===== config.mk =====
export PLATFORM = sky130hd
export DESIGN_NAME = shot_controller
export DESIGN_NICKNAME = d
export VERILOG_FILES = /design/src/rtl/shot_controller.sv
export SDC_FILE = /design/constraint.sdc
export NUM_CORES = 1
export LEC_CHECK = 0
export BUFFER_PORTS_ARGS = -buffer_cell sky130_fd_sc_hd__buf_4
export CORE_AREA = 2 2 58 60
export DETAILED_ROUTE_END_ITERATION = 12
export DIE_AREA = 0 0 60 62
export PLACE_DENSITY_LB_ADDON = 0.15
export SLEW_MARGIN = 20
export SYNTH_ARGS = -nofsm -noshare
export SYNTH_HDL_FRONTEND = slang
export SYNTH_SLANG_ARGS = --single-unit
export TNS_END_PERCENT = 1

===== constraint.sdc =====
create_clock -name frame_clk -period 3 [get_ports frame_clk]
set_input_delay 0.75 -clock frame_clk [delete_from_list [all_inputs] [get_ports frame_clk]]
set_output_delay 0.75 -clock frame_clk [all_outputs]
set_load 0.05 [all_outputs]

===== src/rtl/shot_controller.sv =====
// Keyboard-to-bullet front end: edge-triggered fire with cooldown,
// finite magazine, manual/automatic reload and held aim direction.
module shot_controller #(
  parameter logic [7:0]  FIRE_KEY        = 8'h2C,
  parameter logic [7:0]  RELOAD_KEY      = 8'h15,
  parameter logic [7:0]  KEY_LEFT        = 8'h04,
  parameter logic [7:0]  KEY_RIGHT       = 8'h07,
  parameter logic [7:0]  KEY_DOWN        = 8'h16,
  parameter logic [7:0]  KEY_UP          = 8'h1A,
  parameter int unsigned AMMO_MAX        = 8,
  parameter int unsigned COOLDOWN_FRAMES = 15,
  parameter int unsigned RELOAD_FRAMES   = 120
) (
  input  logic       frame_clk,
  input  logic       Reset,
  input  logic [7:0] keycode,
  output logic       shoot,
  output logic [1:0] Direction,
  output logic [3:0] ammo,
  output logic       reloading,
  output logic       ready
);

  localparam logic [3:0] AMMO_FULL = 4'(AMMO_MAX);
  localparam logic [7:0] COOL_LD   = 8'(COOLDOWN_FRAMES - 1);
  localparam logic [7:0] RELD_LD   = 8'(RELOAD_FRAMES - 1);

  typedef enum logic [1:0] {
    S_READY,
    S_COOL,
    S_RELOAD
  } state_t;

  state_t     state_q, state_d;
  logic [7:0] cnt_q, cnt_d;
  logic [3:0] ammo_q, ammo_d;
  logic [1:0] dir_q, dir_d;
  logic       shoot_q, shoot_d;
  logic       rld_q, rld_d;
  logic       rdy_q, rdy_d;
  logic       fire_prev_q;
  logic       reload_prev_q;

  logic fire_hit;
  logic rel_hit;
  logic fire_edge;
  logic reload_edge;

  assign fire_hit    = (keycode == FIRE_KEY);
  assign rel_hit     = (keycode == RELOAD_KEY);
  assign fire_edge   = fire_hit && !fire_prev_q;
  assign reload_edge = rel_hit && !reload_prev_q;

  // Direction follows the last direction key in every state.
  always_comb begin
    dir_d = dir_q;
    unique case (1'b1)
      keycode == KEY_LEFT:  dir_d = 2'b00;
      keycode == KEY_RIGHT: dir_d = 2'b01;
      keycode == KEY_DOWN:  dir_d = 2'b10;
      keycode == KEY_UP:    dir_d = 2'b11;
      default:              dir_d = dir_q;
    endcase
  end

  always_comb begin
    state_d = state_q;
    cnt_d   = cnt_q;
    ammo_d  = ammo_q;
    shoot_d = 1'b0;
    unique case (state_q)
      S_READY: begin
        if (fire_edge && ammo_q != 4'd0) begin
          shoot_d = 1'b1;
          ammo_d  = ammo_q - 4'd1;
          cnt_d   = COOL_LD;
          state_d = S_COOL;
        end else if (reload_edge && ammo_q < AMMO_FULL) begin
          cnt_d   = RELD_LD;
          state_d = S_RELOAD;
        end
      end
      S_COOL: begin
        if (cnt_q != 8'd0) begin
          cnt_d = cnt_q - 8'd1;
        end else if (ammo_q != 4'd0) begin
          state_d = S_READY;
        end else begin
          cnt_d   = RELD_LD;
          state_d = S_RELOAD;
        end
      end
      S_RELOAD: begin
        if (cnt_q != 8'd0) begin
          cnt_d = cnt_q - 8'd1;
        end else begin
          ammo_d  = AMMO_FULL;
          state_d = S_READY;
        end
      end
      default: begin
        state_d = S_READY;
        cnt_d   = 8'd0;
      end
    endcase
    rld_d = (state_d == S_RELOAD);
    rdy_d = (state_d == S_READY) && (ammo_d != 4'd0);
  end

  always_ff @(posedge frame_clk or posedge Reset) begin
    if (Reset) begin
      state_q       <= S_READY;
      cnt_q         <= 8'd0;
      ammo_q        <= AMMO_FULL;
      dir_q         <= 2'b11;
      shoot_q       <= 1'b0;
      rld_q         <= 1'b0;
      rdy_q         <= 1'b1;
      fire_prev_q   <= 1'b0;
      reload_prev_q <= 1'b0;
    end else begin
      state_q       <= state_d;
      cnt_q         <= cnt_d;
      ammo_q        <= ammo_d;
      dir_q         <= dir_d;
      shoot_q       <= shoot_d;
      rld_q         <= rld_d;
      rdy_q         <= rdy_d;
      fire_prev_q   <= fire_hit;
      reload_prev_q <= rel_hit;
    end
  end

  assign shoot     = shoot_q;
  assign Direction = dir_q;
  assign ammo      = ammo_q;
  assign reloading = rld_q;
  assign ready     = rdy_q;

endmodule


Word-level counts from Yosys, hierarchy flattened
Index checks and enable logic that the tools add are counted.
Widths: inputs -> output; s select.
Cells by class
  $add $sub $neg: 2
  order comparisons: 1
  reduce and logical (&&, ||, !) cells: 14
  multiplexer cells: 18
  equality and inequality tests: 12
Operators with widths (count)
  $mux 8: 5
  $eq 8x5->1 const B: 3
  $pmux 8 s3: 1
  $eq 8x3->1 const B: 2
  $reduce_bool 4->1: 3
  $mux 2: 5
  $eq 8x6->1 const B: 1
  $mux 4: 2
  $pmux 2 s4: 1
  $pmux 4 s2: 1
  $reduce_bool 8->1: 1
  $sub 8x1->8 const B: 1
  $ne 3x3->1 const B: 2
  $pmux 2 s3: 1
  $logic_and 1x1->1: 5
  $eq 2x2->1 const B: 2
  $logic_not 2->1: 2
  $lt 4x4->1 const B: 1
  $sub 4x1->4 const B: 1
  $reduce_and 3->1: 1
  $eq 2x1->1 const B: 1
  $logic_not 1->1: 2
  $mux 1: 2
  $ne 2x2->1 const B: 1
Word-level totals
  bits of input ports: 10
  flip-flop bits (word level): 21
  logic and storage cells: 56

Depth between registers and ports, before layout
  depth after elaboration: 8
  depth in mapped cells: 8
  mapped depth without buffers: 8

Worst setup path before layout
No wires, ideal clock.
  path type: register to register
  from: register ammo_q[0], in the netlist ammo[0]
  to: register rdy_q, in the netlist ready
  period minus slack after synthesis: 2.290 ns
  stages on the path, launching flop included: 8
  path buffers: 0
  path slack: 0.710 ns
  library setup time: 0.081 ns
  data arrival time: 2.209 ns
  path through: dfrtp_1 > inv_1 > ha_1 > nor3b_2 > nand4b_1 > nor4_1 > mux2_2 > a32oi_1
Between the ends
  cells in the longest elaborated chain, start to end: 7
  elaborated cells on any way between the ends: 16
Ends and longest elaborated chain
  start: declaration: line 36  | logic [3:0] ammo_q, ammo_d;
  start signal: assignment: line 124  | ammo_q <= ammo_d;
  $lt 4x4->1: line 78  | end else if (reload_edge && ammo_q < AMMO_FULL) begin
  $logic_and 1x1->1: line 78
  $mux 2: line 78
  $mux 2: line 73  | if (fire_edge && ammo_q != 4'd0) begin
  $pmux 2 s3: line 71  | unique case (state_q)
  $logic_not 2->1: line 107  | rdy_d = (state_d == S_READY) && (ammo_d != 4'd0);
  $logic_and 1x1->1 (*): line 107
  via rdy_d: line 40  | logic rdy_q, rdy_d;
  end signal: assignment: line 128  | rdy_q <= rdy_d;
  end: declaration: line 40
The timed path passes the listed nets; every way through them passes the cells marked *.
A chain may end at the register's enable or synchronous reset.

Worst setup path after layout
  from: input keycode[1]
  to: register rdy_q, in the netlist ready
Between the ends
  cells in the longest elaborated chain, start to end: 8
  elaborated cells on any way between the ends: 14
Ends and longest elaborated chain
  start: declaration: line 16  | input logic [7:0] keycode,
  $eq 8x5->1: line 50  | assign rel_hit = (keycode == RELOAD_KEY);
  $logic_and 1x1->1: line 52  | assign reload_edge = rel_hit && !reload_prev_q;
  $logic_and 1x1->1: line 78
  $mux 2: line 78
  $mux 2: line 73
  $pmux 2 s3: line 71
  $logic_not 2->1: line 107
  $logic_and 1x1->1 (*): line 107
  via rdy_d: line 40
Marks and branches as above.

==> results.json <==
{
  "wirelength_mm": 3.09,
  "drv_cap": 0,
  "start_util_pct": 42.3,
  "track_usage_pct": 18.0,
  "synthArstFlopShare_pct": 100,
  "finalHoldViolCount": 0,
  "worst-slew-pin-transition_ns": 0.806,
  "dr_wl_met2_mm": 1.44,
  "placed_area_sq_um": 1530,
  "initialDrtViolationCount": 54,
  "cts.sinks": 21,
  "cts_root_buffer": "clkbuf_4",
  "wl_per_cell_microns": 15.0,
  "ios": 19,
  "synth.yosys.seq_area_share_pct": 39.5,
  "finalNetCount": 174,
  "clk_path_buf_depth": 2,
  "core_sq_um": 3180,
  "setup_viol": 0,
  "min_path_cells": 2,
  "endpoint_kind": "flip-flop",
  "die_x_microns": 60,
  "cts_tree": "yes",
  "whs_ns": 0.499,
  "synthXorXnorAreaFrac_pct": 1.96,
  "syn2layout_area_growth_pct": 15.7,
  "slew_violations": 0,
  "hold_class": "reg2reg",
  "cts_made_buffers": 3,
  "run_status": "finished clean",
  "rows": 21,
  "crit_type": "in2reg",
  "post-route-period-util_pct": 72.7,
  "grt_max_degree": 22,
  "die_y_microns": 62,
  "start_kind": "input pin",
  "cts_setup_buffers": 0,
  "fin_area_sq_um": 1560,
  "synthFlopType": "dfrtp_1",
  "fmax_ghz": 0.458,
  "synthesis.area_sq_um": 1340,
  "vias": 1171,
  "place.gp.congestion": 0.844,
  "antenna_found_initial": 0,
  "rrSetupSlack_ns": 0.84,
  "h-tree-depth": 1,
  "grt_overflow": 0,
  "cp.arrival_ns": 2.42,
  "vias_per_cell": 5.68,
  "clkTransAtPathRegs_ns": 0.13,
  "post_synth_mux_area_share_pct": 2.33,
  "synth_edf_count": 0,
  "leakagePower_nw": 0.701,
  "synthAdderAreaFrac_pct": 2.79,
  "p_total_mw": 0.851,
  "critPathRequiredTime_ns": 3.24,
  "synth-compound-area-share_pct": 23.6,
  "syn_inst": 140,
  "drc": 0,
  "yosysUniqueCellTypes": 54,
  "rsz0062_at_grt": "no",
  "place_ws_ns": 0.510,
  "worstSkewPairLatency_ns": 0.31,
  "clock_skew_ns": 0.00667,
  "power.density_nw_per_um2": 547,
  "wl_met3_microns": 154,
  "highest_layer": "met4",
  "ant_nets": 0,
  "slew_headroom_pct": 46.2,
  "synth_fp_nets": 153,
  "synth_top_family_by_area": "simple AND/OR/NAND/NOR gates",
  "synth-simple-area-share_pct": 25.5,
  "finalWorstSetupSlack_ns": 0.818,
  "worstPathMaxFanout": 5,
  "grt_pass1_wl_mm": 4.99,
  "post_cts_resized": 0,
  "final.setup.tns_ns": 0,
  "final.min_clock_period_ns": 2.18,
  "dp_hpwl_mm": 2.37,
  "yosys_warnings": 0,
  "die_area_sq_um": 3720,
  "peakVddDrop_mv": 0.235,
  "drive_gt1_share_pct": 21.9,
  "syn_area_per_cell_sq_um": 9.60,
  "dr.pass1.iters": 4,
  "hold_buffers": 0,
  "r2r_cells": 7,
  "drt-met1-wl_mm": 1.44,
  "io_buffers": 18,
  "grt_pass1_vias": 1059,
  "diodes": 0,
  "ys_ff_latch": 21
}
[cell usage after synthesis (all sizes together) (2+ instances only)]
cell	n	area share, %
dfstp	4	7.8
o21ai	10	3.7
nor3	4	1.5
nor4b	2	2.4
inv	13	3.6
o311ai	2	1.3
dfrtp	17	32
a21oi	6	2.2
a211oi	2	1.1
a32o	2	1.5
nor4	2	0.93
o211ai	2	1.1
and2	3	1.4
o311a	2	2.3
nand2	7	2.5
or3	3	1.4
o211a	2	1.5
nand2b	2	0.93
o21a	2	1.1
ha	3	2.8
o31ai	3	1.7
xor2	2	1.3
nor2	15	5.3
mux2i	2	1.5
nand3	2	0.74
nand4b	2	1.3
nor3b	3	2.0
[layout by cell type (no fill, tap or decap), drive strengths merged, types with 3 or more instances in the layout]
cell type	netlist	final
dfrtp	17	17
or3	3	3
nor3b	3	3
nand2	7	7
nor3	4	4
inv	13	13
nor2	15	15
dfstp	4	4
o21ai	10	10
and2	3	3
o31ai	3	3
buf	1	18
a21oi	6	6
clkbuf	1	3
ha	3	3
[cell type report]
type                            instances  area [sq um]
Fill cell                             304          1620
Multi-Input combinational cell        104           756
Sequential cell                        21           531
Timing Repair Buffer                   18           135
Tap cell                               46          57.6
Inverter                               13          48.8
Clock buffer                            3          22.5
Clock inverter                          1          5.00
[final timing paths]
check	from	end
min in group asynchronous	Reset	cnt_q[5]$_DFFE_PP0P_
hold reg to reg	Direction[1]$_DFFE_PP1P_	Direction[1]$_DFFE_PP1P_
setup / recovery	keycode[1]	ready$_DFF_PP1_
max in group asynchronous	Reset	cnt_q[4]$_DFFE_PP0P_
setup reg to reg	cnt_q[0]$_DFFE_PP0P_	cnt_q[2]$_DFFE_PP0P_
hold / removal	Direction[1]$_DFFE_PP1P_	Direction[1]$_DFFE_PP1P_
[sequential cells by signal, summed over array words and instances (netlist names)]
name and cells:
Direction 2, ammo 4, cnt_q 8, fire_prev_q 1
ready 1, reload_prev_q 1, reloading 1, shoot 1
state_q 2
[per-stage QoR]
step	utilization (%)	instances
6_report	48.9	206
5_1_grt	48.9	206
4_1_cts	48.9	206
3_5_place_dp	48.1	202
3_3_place_gp	48.1	202
2_1_floorplan	-	140
[worst max-delay path, stage by stage]
cell	delay (ns)
buf_4	0.14
nor4b_4	0.41
nand4b_1	0.28
nor4_1	0.28
mux2_2	0.39
a32oi_1	0.18
[where the power goes]
group / internal (mW) / leakage (nW) / switching (mW)
clock: 0.0498 / 0.0177 / 0.0935
sequential: 0.339 / 0.250 / 0.0594
combinational: 0.131 / 0.434 / 0.179
[routing by layer]
metal | vias up | global-route usage, %
met5 | - | 0
met4 | 0 | 6.67
met3 | 6 | 2.48
met2 | 37 | 29.2
met1 | 556 | 24.5
li1 | 572 | -
[kinds of logic after synthesis]
kind of cell | count (synthesis)
xor+xnor | 3
fa+ha+maj | 3
mux | 3
simple gates | 53
buf+inv | 15
flops | 21
compound gates | 42
Note: power is estimated with default switching activity, not from simulation.
